`config.mk`:
```
export PLATFORM = sky130hd
export DESIGN_NAME = saes_iter_engine
export DESIGN_NICKNAME = d
export VERILOG_FILES = /design/src/rtl/saes_pkg.sv /design/src/rtl/saes_round_dp.sv /design/src/rtl/saes_iter_engine.sv
export SDC_FILE = /design/constraint.sdc
export NUM_CORES = 1
export LEC_CHECK = 0
export ABC_AREA = 1
export CORE_MARGIN = 2
export CORE_UTILIZATION = 60
export DETAILED_ROUTE_END_ITERATION = 8
export PLACE_DENSITY = 0.82
export SETUP_SLACK_MARGIN = 0.4
export SLEW_MARGIN = 20
export SYNTH_ARGS = -nofsm -noshare
export SYNTH_HDL_FRONTEND = slang
export SYNTH_SLANG_ARGS = --single-unit
```
`constraint.sdc`:
```
create_clock -name clk -period 4 [get_ports clk]
set_input_delay 1.2 -clock clk [delete_from_list [all_inputs] [get_ports clk]]
set_output_delay 1.2 -clock clk [all_outputs]
set_load 0.02 [all_outputs]
```
`src/rtl/saes_pkg.sv`:
```
// Shared S-AES types, constants and GF(2^4) helpers for the iterative engine.
package saes_pkg;

  typedef enum logic [2:0] {
    StIdle, StKexp1, StKexp2, StRnd0, StRnd1, StRnd2, StDone
  } state_e;

  typedef enum logic [2:0] {
    SelKey1, SelKey2, SelRnd0, SelRnd1, SelRnd2
  } sel_e;

  localparam logic [7:0] RCON1 = 8'h80;
  localparam logic [7:0] RCON2 = 8'h30;

  // Nibble i of the table lives at bits [4*i+3:4*i].
  localparam logic [63:0] SBOX     = 64'h7FEC_3026_581D_BA49;
  localparam logic [63:0] INV_SBOX = 64'hED4C_3206_F871_B95A;

  function automatic logic [3:0] sbox(input logic [3:0] n, input logic inv);
    logic [63:0] tbl;
    tbl = inv ? INV_SBOX : SBOX;
    return tbl[{n, 2'b00} +: 4];
  endfunction

  // Multiply in GF(2^4) modulo x^4 + x + 1.
  function automatic logic [3:0] gf_mul(input logic [3:0] a, input logic [3:0] b);
    logic [3:0] p;
    logic [3:0] aa;
    p  = 4'h0;
    aa = a;
    for (int i = 0; i < 4; i++) begin
      if (b[i]) p = p ^ aa;
      aa = {aa[2:0], 1'b0} ^ (aa[3] ? 4'h3 : 4'h0);
    end
    return p;
  endfunction

endpackage

```
`src/rtl/saes_round_dp.sv`:
```
// Shared combinational datapath: one S-AES round or one key-expansion step per cycle.
module saes_round_dp
  import saes_pkg::*;
(
  input  logic [15:0] st,
  input  logic [15:0] rk,
  input  logic        mode,
  input  sel_e        sel,
  output logic [15:0] res
);

  function automatic logic [15:0] sub16(input logic [15:0] x, input logic inv);
    return {sbox(x[15:12], inv), sbox(x[11:8], inv), sbox(x[7:4], inv), sbox(x[3:0], inv)};
  endfunction

  function automatic logic [15:0] shift_rows(input logic [15:0] x);
    return {x[15:12], x[3:0], x[7:4], x[11:8]};
  endfunction

  // Forward [1 4; 4 1] or inverse [9 2; 2 9], per byte column.
  function automatic logic [15:0] mix_cols(input logic [15:0] x, input logic inv);
    logic [3:0] m0;
    logic [3:0] m1;
    m0 = inv ? 4'h9 : 4'h1;
    m1 = inv ? 4'h2 : 4'h4;
    return {gf_mul(m0, x[15:12]) ^ gf_mul(m1, x[11:8]),
            gf_mul(m1, x[15:12]) ^ gf_mul(m0, x[11:8]),
            gf_mul(m0, x[7:4])   ^ gf_mul(m1, x[3:0]),
            gf_mul(m1, x[7:4])   ^ gf_mul(m0, x[3:0])};
  endfunction

  function automatic logic [15:0] key_expand(input logic [15:0] k, input logic [7:0] rcon);
    logic [7:0] g;
    logic [7:0] w_hi;
    g    = {sbox(k[3:0], 1'b0), sbox(k[7:4], 1'b0)} ^ rcon;
    w_hi = k[15:8] ^ g;
    return {w_hi, w_hi ^ k[7:0]};
  endfunction

  logic [15:0] sub_sr;

  // Nibble substitution and the nibble swap commute, so both directions share one path.
  always_comb begin
    sub_sr = shift_rows(sub16(st, mode));
    case (sel)
      SelKey1: res = key_expand(rk, RCON1);
      SelKey2: res = key_expand(rk, RCON2);
      SelRnd0: res = st ^ rk;
      SelRnd1: res = mode ? mix_cols(sub_sr ^ rk, 1'b1) : (mix_cols(sub_sr, 1'b0) ^ rk);
      SelRnd2: res = sub_sr ^ rk;
      default: res = st;
    endcase
  end

endmodule

```
`src/rtl/saes_iter_engine.sv`:
```
// Iterative S-AES encrypt/decrypt engine: FSM, key/state registers, key cache, handshakes.
module saes_iter_engine
  import saes_pkg::*;
#(
  parameter bit KEY_CACHE = 1'b1
) (
  input  logic        clk,
  input  logic        rst,
  input  logic        in_valid,
  output logic        in_ready,
  input  logic        in_mode,
  input  logic [15:0] in_data,
  input  logic [15:0] in_key,
  output logic        out_valid,
  input  logic        out_ready,
  output logic [15:0] out_data,
  output logic        out_mode,
  output logic        busy
);

  state_e      state_q, state_d;
  logic [15:0] st_q, st_d;
  logic [15:0] k0_q, k0_d, k1_q, k1_d, k2_q, k2_d;
  logic        mode_q, mode_d;
  logic        cache_vld_q, cache_vld_d;

  sel_e        dp_sel;
  logic [15:0] dp_rk;
  logic [15:0] dp_res;
  logic        hit;

  saes_round_dp u_round_dp (
    .st   (st_q),
    .rk   (dp_rk),
    .mode (mode_q),
    .sel  (dp_sel),
    .res  (dp_res)
  );

  assign hit = KEY_CACHE && cache_vld_q && (in_key == k0_q);

  always_comb begin
    state_d     = state_q;
    st_d        = st_q;
    k0_d        = k0_q;
    k1_d        = k1_q;
    k2_d        = k2_q;
    mode_d      = mode_q;
    cache_vld_d = cache_vld_q;
    dp_sel      = SelRnd0;
    dp_rk       = k0_q;

    case (state_q)
      StIdle: begin
        if (in_valid) begin
          st_d   = in_data;
          mode_d = in_mode;
          k0_d   = in_key;
          if (hit) begin
            state_d = StRnd0;
          end else begin
            // K1/K2 no longer match K0 until this expansion finishes.
            cache_vld_d = 1'b0;
            state_d     = StKexp1;
          end
        end
      end
      StKexp1: begin
        dp_sel  = SelKey1;
        dp_rk   = k0_q;
        k1_d    = dp_res;
        state_d = StKexp2;
      end
      StKexp2: begin
        dp_sel      = SelKey2;
        dp_rk       = k1_q;
        k2_d        = dp_res;
        cache_vld_d = KEY_CACHE;
        state_d     = StRnd0;
      end
      StRnd0: begin
        dp_sel  = SelRnd0;
        dp_rk   = mode_q ? k2_q : k0_q;
        st_d    = dp_res;
        state_d = StRnd1;
      end
      StRnd1: begin
        dp_sel  = SelRnd1;
        dp_rk   = k1_q;
        st_d    = dp_res;
        state_d = StRnd2;
      end
      StRnd2: begin
        dp_sel  = SelRnd2;
        dp_rk   = mode_q ? k0_q : k2_q;
        st_d    = dp_res;
        state_d = StDone;
      end
      StDone: begin
        if (out_ready) state_d = StIdle;
      end
      default: state_d = StIdle;
    endcase
  end

  always_ff @(posedge clk) begin
    if (rst) begin
      state_q     <= StIdle;
      st_q        <= 16'h0;
      k0_q        <= 16'h0;
      k1_q        <= 16'h0;
      k2_q        <= 16'h0;
      mode_q      <= 1'b0;
      cache_vld_q <= 1'b0;
    end else begin
      state_q     <= state_d;
      st_q        <= st_d;
      k0_q        <= k0_d;
      k1_q        <= k1_d;
      k2_q        <= k2_d;
      mode_q      <= mode_d;
      cache_vld_q <= cache_vld_d;
    end
  end

  assign in_ready  = (state_q == StIdle);
  assign busy      = (state_q != StIdle);
  assign out_valid = (state_q == StDone);
  assign out_data  = out_valid ? st_q : 16'h0;
  assign out_mode  = out_valid & mode_q;

endmodule

```
-- After elaboration in Yosys (flattened, before gate mapping)
Index checks and enable logic that the tools add are counted.
- $add $sub $neg: 0
- multipliers: 0
- divide/modulo/power cells: 0
- magnitude comparators: 0
- eq/ne operators: 14
- shift operators: 6
- muxes and demuxes: 145
- bitwise logic cells: 66
- reduce and logical (&&, ||, !) cells: 12
- operators by type and width (operator ; count):
    $mux 4 ; 80
    $shiftx 64x7->4 ; 4
    $shiftx 64x7->4 const A ; 2
    $mux 16 ; 5
    $pmux 16 s5 ; 1
    $mux 3 ; 22
    $mux 64 ; 1
    $pmux 16 s3 ; 1
    $xor 16x16->16 ; 3
    $mux 2 ; 21
    $not 1->1 ; 37
    $pmux 16 s2 ; 1
    $xor 4x4->4 ; 8
    $xor 8x8->8 ; 4
    $not 2->2 ; 13
    $pmux 3 s7 ; 1
    $eq 16x16->1 ; 1
    $eq 3x2->1 const B ; 4
    $eq 3x3->1 const B ; 4
    $pmux 3 s4 ; 1
    $mux 1 ; 10
    $eq 3x1->1 const B ; 2
    $logic_not 3->1 ; 2
    $reduce_and 2->1 ; 3
    other kinds (10) ; 12
- register bits after elaboration: 69
- latch bits: 0
- memory bits (writable): 0
- memory bits (read-only): 0
- output and inout port bits: 20
- logic and storage cells: 250
- memories kept: 0

-- Longest topological paths before layout
- depth after elaboration: 19
- depth in mapped cells: 25
- gate-level depth less buffers: 23

-- Hierarchy
From an unflattened synthesis, not the netlist that was laid out.
- cells, all modules: 1263
- area, all modules: 7363.3 um^2
- by module, submodules not included (module ; times used ; cells an instance ; area an instance (um^2) ; sequential area each (um^2)):
    saes_round_dp ; 1 ; 716 ; 3762.4 ; 0.0
    saes_iter_engine ; 1 ; 547 ; 3601.0 ; 1381.3

-- Worst setup path after synthesis
OpenSTA, ideal clock, no wires.
- path type: flip-flop to flip-flop
- from: reg mode_q
- to: reg st_q[9]
- arrival: 2.986 ns
- required time: 3.868 ns
- setup slack: 0.882 ns
- stages on the path, launching flop included: 25
- path through: dfxtp_1 buf_4 inv_2 buf_2 buf_1 ha_1 inv_1 nor2_1 o21ai_0 o21ai_0 inv_1 nand2_1 nand2_1 inv_1 nand2_1 nand2_1 nand2_1 nand2_1 nand2_1 nand2_1 nand2_1 nand2_1 nand2_1 nand2_1 a21oi_1
- word-level cells in the longest chain between the ends: 16
- elaborated cells on any way between the ends: 41
- those cells by class: 3 x shift; 29 x mux; 9 x bitwise
- RTL lines (what ; RTL line ; text):
    start: declaration ; saes_iter_engine.sv:24 ; logic mode_q, mode_d;
    start signal: assignment ; saes_iter_engine.sv:121 ; mode_q <= mode_d;
    $mux 64, or another cell as far along ; saes_pkg.sv:21 ; tbl = inv ? INV_SBOX : SBOX;
    $shiftx 64x7->4 / $pmux 16 s3 (equally long branches) ; saes_pkg.sv:22, saes_iter_engine.sv:53 ;
    $xor 16x16->16 ; saes_round_dp.sv:49, saes_round_dp.sv:50 ;
    $mux 2 ; saes_pkg.sv:32 ; if (b[i]) p = p ^ aa;
    $mux 4 ; saes_round_dp.sv:45 ; case (sel)
    $mux 3 ; saes_pkg.sv:32 ;
    $mux 4 ; saes_round_dp.sv:45 ;
    $mux 4 ; saes_pkg.sv:32 ;
    $mux 4 ; saes_round_dp.sv:45 ;
    $not 2->2 (no source line) ; - ;
    $mux 2 ; saes_pkg.sv:32 ;
    $mux 4 ; saes_round_dp.sv:45 ;
    $xor 4x4->4 ; saes_round_dp.sv:27 ; gf_mul(m1, x[15:12]) ^ gf_mul(m0, x[11:8]),
    $mux 16 ; saes_round_dp.sv:49 ; SelRnd1: res = mode ? mix_cols(sub_sr ^ rk, 1'b1) : (mix_cols(sub_sr, 1'b0) ^ rk);
    $pmux 16 s5 (*) ; saes_round_dp.sv:45 ;
    $pmux 16 s2 (*) ; saes_iter_engine.sv:53 ; case (state_q)
    end signal: assignment ; saes_iter_engine.sv:117 ; st_q <= st_d;
    end: declaration ; saes_iter_engine.sv:22 ; logic [15:0] st_q, st_d;
Every way passes the cells marked *; elsewhere a longest branch is shown, timed or not. The select of a mux whose other input is x is not followed.
A chain may end at the register's enable or synchronous reset.

-- Worst setup path after layout
- from: reg mode_q
- to: out out_mode
- word-level cells in the longest chain between the ends: 1
- RTL lines (what ; RTL line ; text):
    $and 1x1->1 ; saes_iter_engine.sv:130 ; assign out_mode = out_valid & mode_q;
    end: declaration ; saes_iter_engine.sv:17 ; output logic out_mode,
Every way passes these cells.

==> metrics.cfg <==
[outcome]
outcome = complete, no violations

[synthesis]
synthTopCellsByArea = nand2_1 (22%), dfxtp_1 (18%), nand3_1 (9.3%)
ys_seq_area_share_pct = 18.36
yosysWarningCount = 0
avgSynthCellArea_um2 = 5.761
synth_xor_area_share_pct = 4.989
yosysUniqueCellTypes = 44
yosysTopAreaCell = nand2_1
ys_ff_latch = 69
synth_nets = 1379
synthCells = 1306
synth-adder-area-share_pct = 5.987
netlist_area_um2 = 7523
yosys.area_share.simple_pct = 42.47
synth_top_flop_cell = dfxtp_1
synth_edf_count = 0
synth_top_family_by_area = simple AND/OR/NAND/NOR gates
synth-compound-area-share_pct = 17.81
async_flop_share_pct = 0
synthMuxAreaShare_pct = 0
synth_top_area_share_pct = 22.00

[power]
ir_drop_v = 0.0004089
p_per_area_nw_per_um2 = 486.5
p_leak_uw = 0.003956

[global_routing]
grt_max_degree = 64
grt_pass1_vias = 7594
grt_overflow = 0
track_usage_pct = 38.82
grt_pass1_wl_um = 40400
antenna_found_initial = 0

[setup_path]
critical_path_arrival_ps = 2240
endpoint_kind = primary output
critPathSlowestCell = clkdlybuf4s50_1
critPathBufInv = 4
cp_slowest_stage_delay_ps = 540
crit_chain = inv_2, buf_4, buf_4, nor2_1, clkdlybuf4s50_1
critPathTopFamily = buffers and inverters
r2r-end = st_q[7]
cp_max_fo = 26
rrSetupSlack_ps = 670
crit_type = reg -> out
rr_worst_depth = 19
cp.required_ps = 2800
critPathLaunchType = register
cp_common_cell = buf_4
rr_startpoint = state_q[1]

[detailed_routing]
drc = 0
wl_per_cell_um = 16.82
highest_layer = met4
wirelength_um = 25350
wl_met3_um = 2985
dr_wl_met2_um = 10670
drtIter0Drc = 1141
dr.pass1.iters = 6
vias = 8799
via_per_inst = 5.839
met1Wirelength_um = 10800
final_antenna_net_count = 0

[placement]
post-dp-hpwl_um = 18910
gp_congestion = 1.104
dp.cells = 1491
io_buffers = 56
pre_cts_ws_ps = 656.3

[cts]
cts_root_buffer = clkbuf_16
htree_levels = 3
clk_pin_slew_ps = 60
clk_latency_ps = 350
cts_buffers = 9
clk_path_buf_depth = 2
cts_hold_buffers = 0
cts_sinks = 69
tritoncts = built

[finish]
antenna_cells = 0
final_cells = 1507
syn_to_final_growth_pct = 13.10
final_layout_size_suffix_gt1_share_pct = 8.066
final_common_cell = nand2_1
final_nets = 1407
mostFrequentLayoutCells = nand2_1 (440), nand3_1 (140), nor2_1 (110), inv_1 (102), a21oi_1 (89)

[floorplanning]
die_area_um2 = 13450
row_count = 40
die_height_um = 116.0
io_pins = 57
core_area_um2 = 12110
die_width_um = 116.0
start_util_pct = 62.12

[sta]
slew-limit-headroom_pct = 54.11
period_share_pct = 86.02
tightest_slew_ps = 687.6
finalClockSkew_ps = 4.304
fin_setup_tns_ps = 0
final.setup.worst_slack_ps = 559.3
hold_viol_final = 0
fin_crit_ps = 3441
setup_violations = 0
rsz0062_at_grt = false
report.final.slew_viol_count = 0
fmax_mhz = 290.6

[worst_hold_path]
hp-start = cache_vld_q
min_to = cache_vld_q
hold_path.class = reg -> reg
min_delay_path_depth = 2

[job]
max-cap-violations = 0

-- tightest hold or removal path, stage by stage (launching register included) --
cell and delay [ps]:
dfxtp_1 330, nand2_1 70, a21oi_1 50
-- routing by layer --
metal	vias to the layer above	GRT usage [%]
met2	477	56.84
li1	4293	-
met5	-	0
met4	0	14.60
met3	73	9.728
met1	3956	54.92
-- synthesized netlist by cell type, drive strengths merged (6+ instances only) --
master	n
dfxtp	69
o211ai	23
o21ai	96
a21oi	91
xnor2	9
clkbuf	27
clkinv	6
inv	118
nor2	114
buf	35
ha	36
nand2	453
or2	9
nand3b	6
xor2	27
nand4	15
a211oi	6
nand3	145
-- logic make-up after synthesis --
logic type	after synthesis
simple gates	747
compound gates	232
buf+inv	186
flops	69
xor+xnor	36
fa+ha+maj	36
-- worst max path at each step --
stage | startpoint | to | cells after the start
after global routing | state_q[1] | st_q[4] | 22
after CTS | state_q[2] | out_data[14] | 5
after detailed placement | state_q[2] | out_data[14] | 5
after floorplan | mode_q | st_q[9] | 24
final | mode_q | out_mode | 5
after global placement | state_q[2] | out_data[6] | 5
-- metrics by stage --
stage          power, uW  hold WS, ps  instance area, um^2  util [%]
2_1_floorplan       2537        440.0                 7523         -
3_3_place_gp        3125        474.9                 8172     67.47
3_5_place_dp        3157        483.5                 8172     67.47
4_1_cts             4056        491.3                 8502     70.20
5_1_grt             4424        521.3                 8509     70.26
6_report            4140        501.9                 8509     70.26
-- layout make-up --
| class | instances | area [um^2] |
|---|---|---|
| Clock buffer | 9 | 225.2 |
| Clock inverter | 7 | 103.9 |
| Fill cell | 1117 | 3602 |
| Inverter | 124 | 470.5 |
| Multi-Input combinational cell | 1051 | 5370 |
| Sequential cell | 69 | 1384 |
| Tap cell | 168 | 210.2 |
| Timing Repair Buffer | 79 | 745.7 |
-- report_power, final --
part | internal (uW) | total (uW) | switching, uW
sequential | 777 | 876 | 99.2
combinational | 743 | 2370 | 1630
clock | 554 | 891 | 337
-- timing repair --
action	in CTS	in global routing
resized for setup	1	4
pin swaps	0	0
endpoints found under the setup margin	17	6
hold endpoints to repair	0	0
setup buffers	0	0
-- registers in the layout, indices dropped and copies added, names as in the netlist --
name         flops
k2_q            16
mode_q           1
k1_q            16
k0_q            16
st_q            16
cache_vld_q      1
state_q          3
Note: power is estimated with default switching activity, not from simulation.
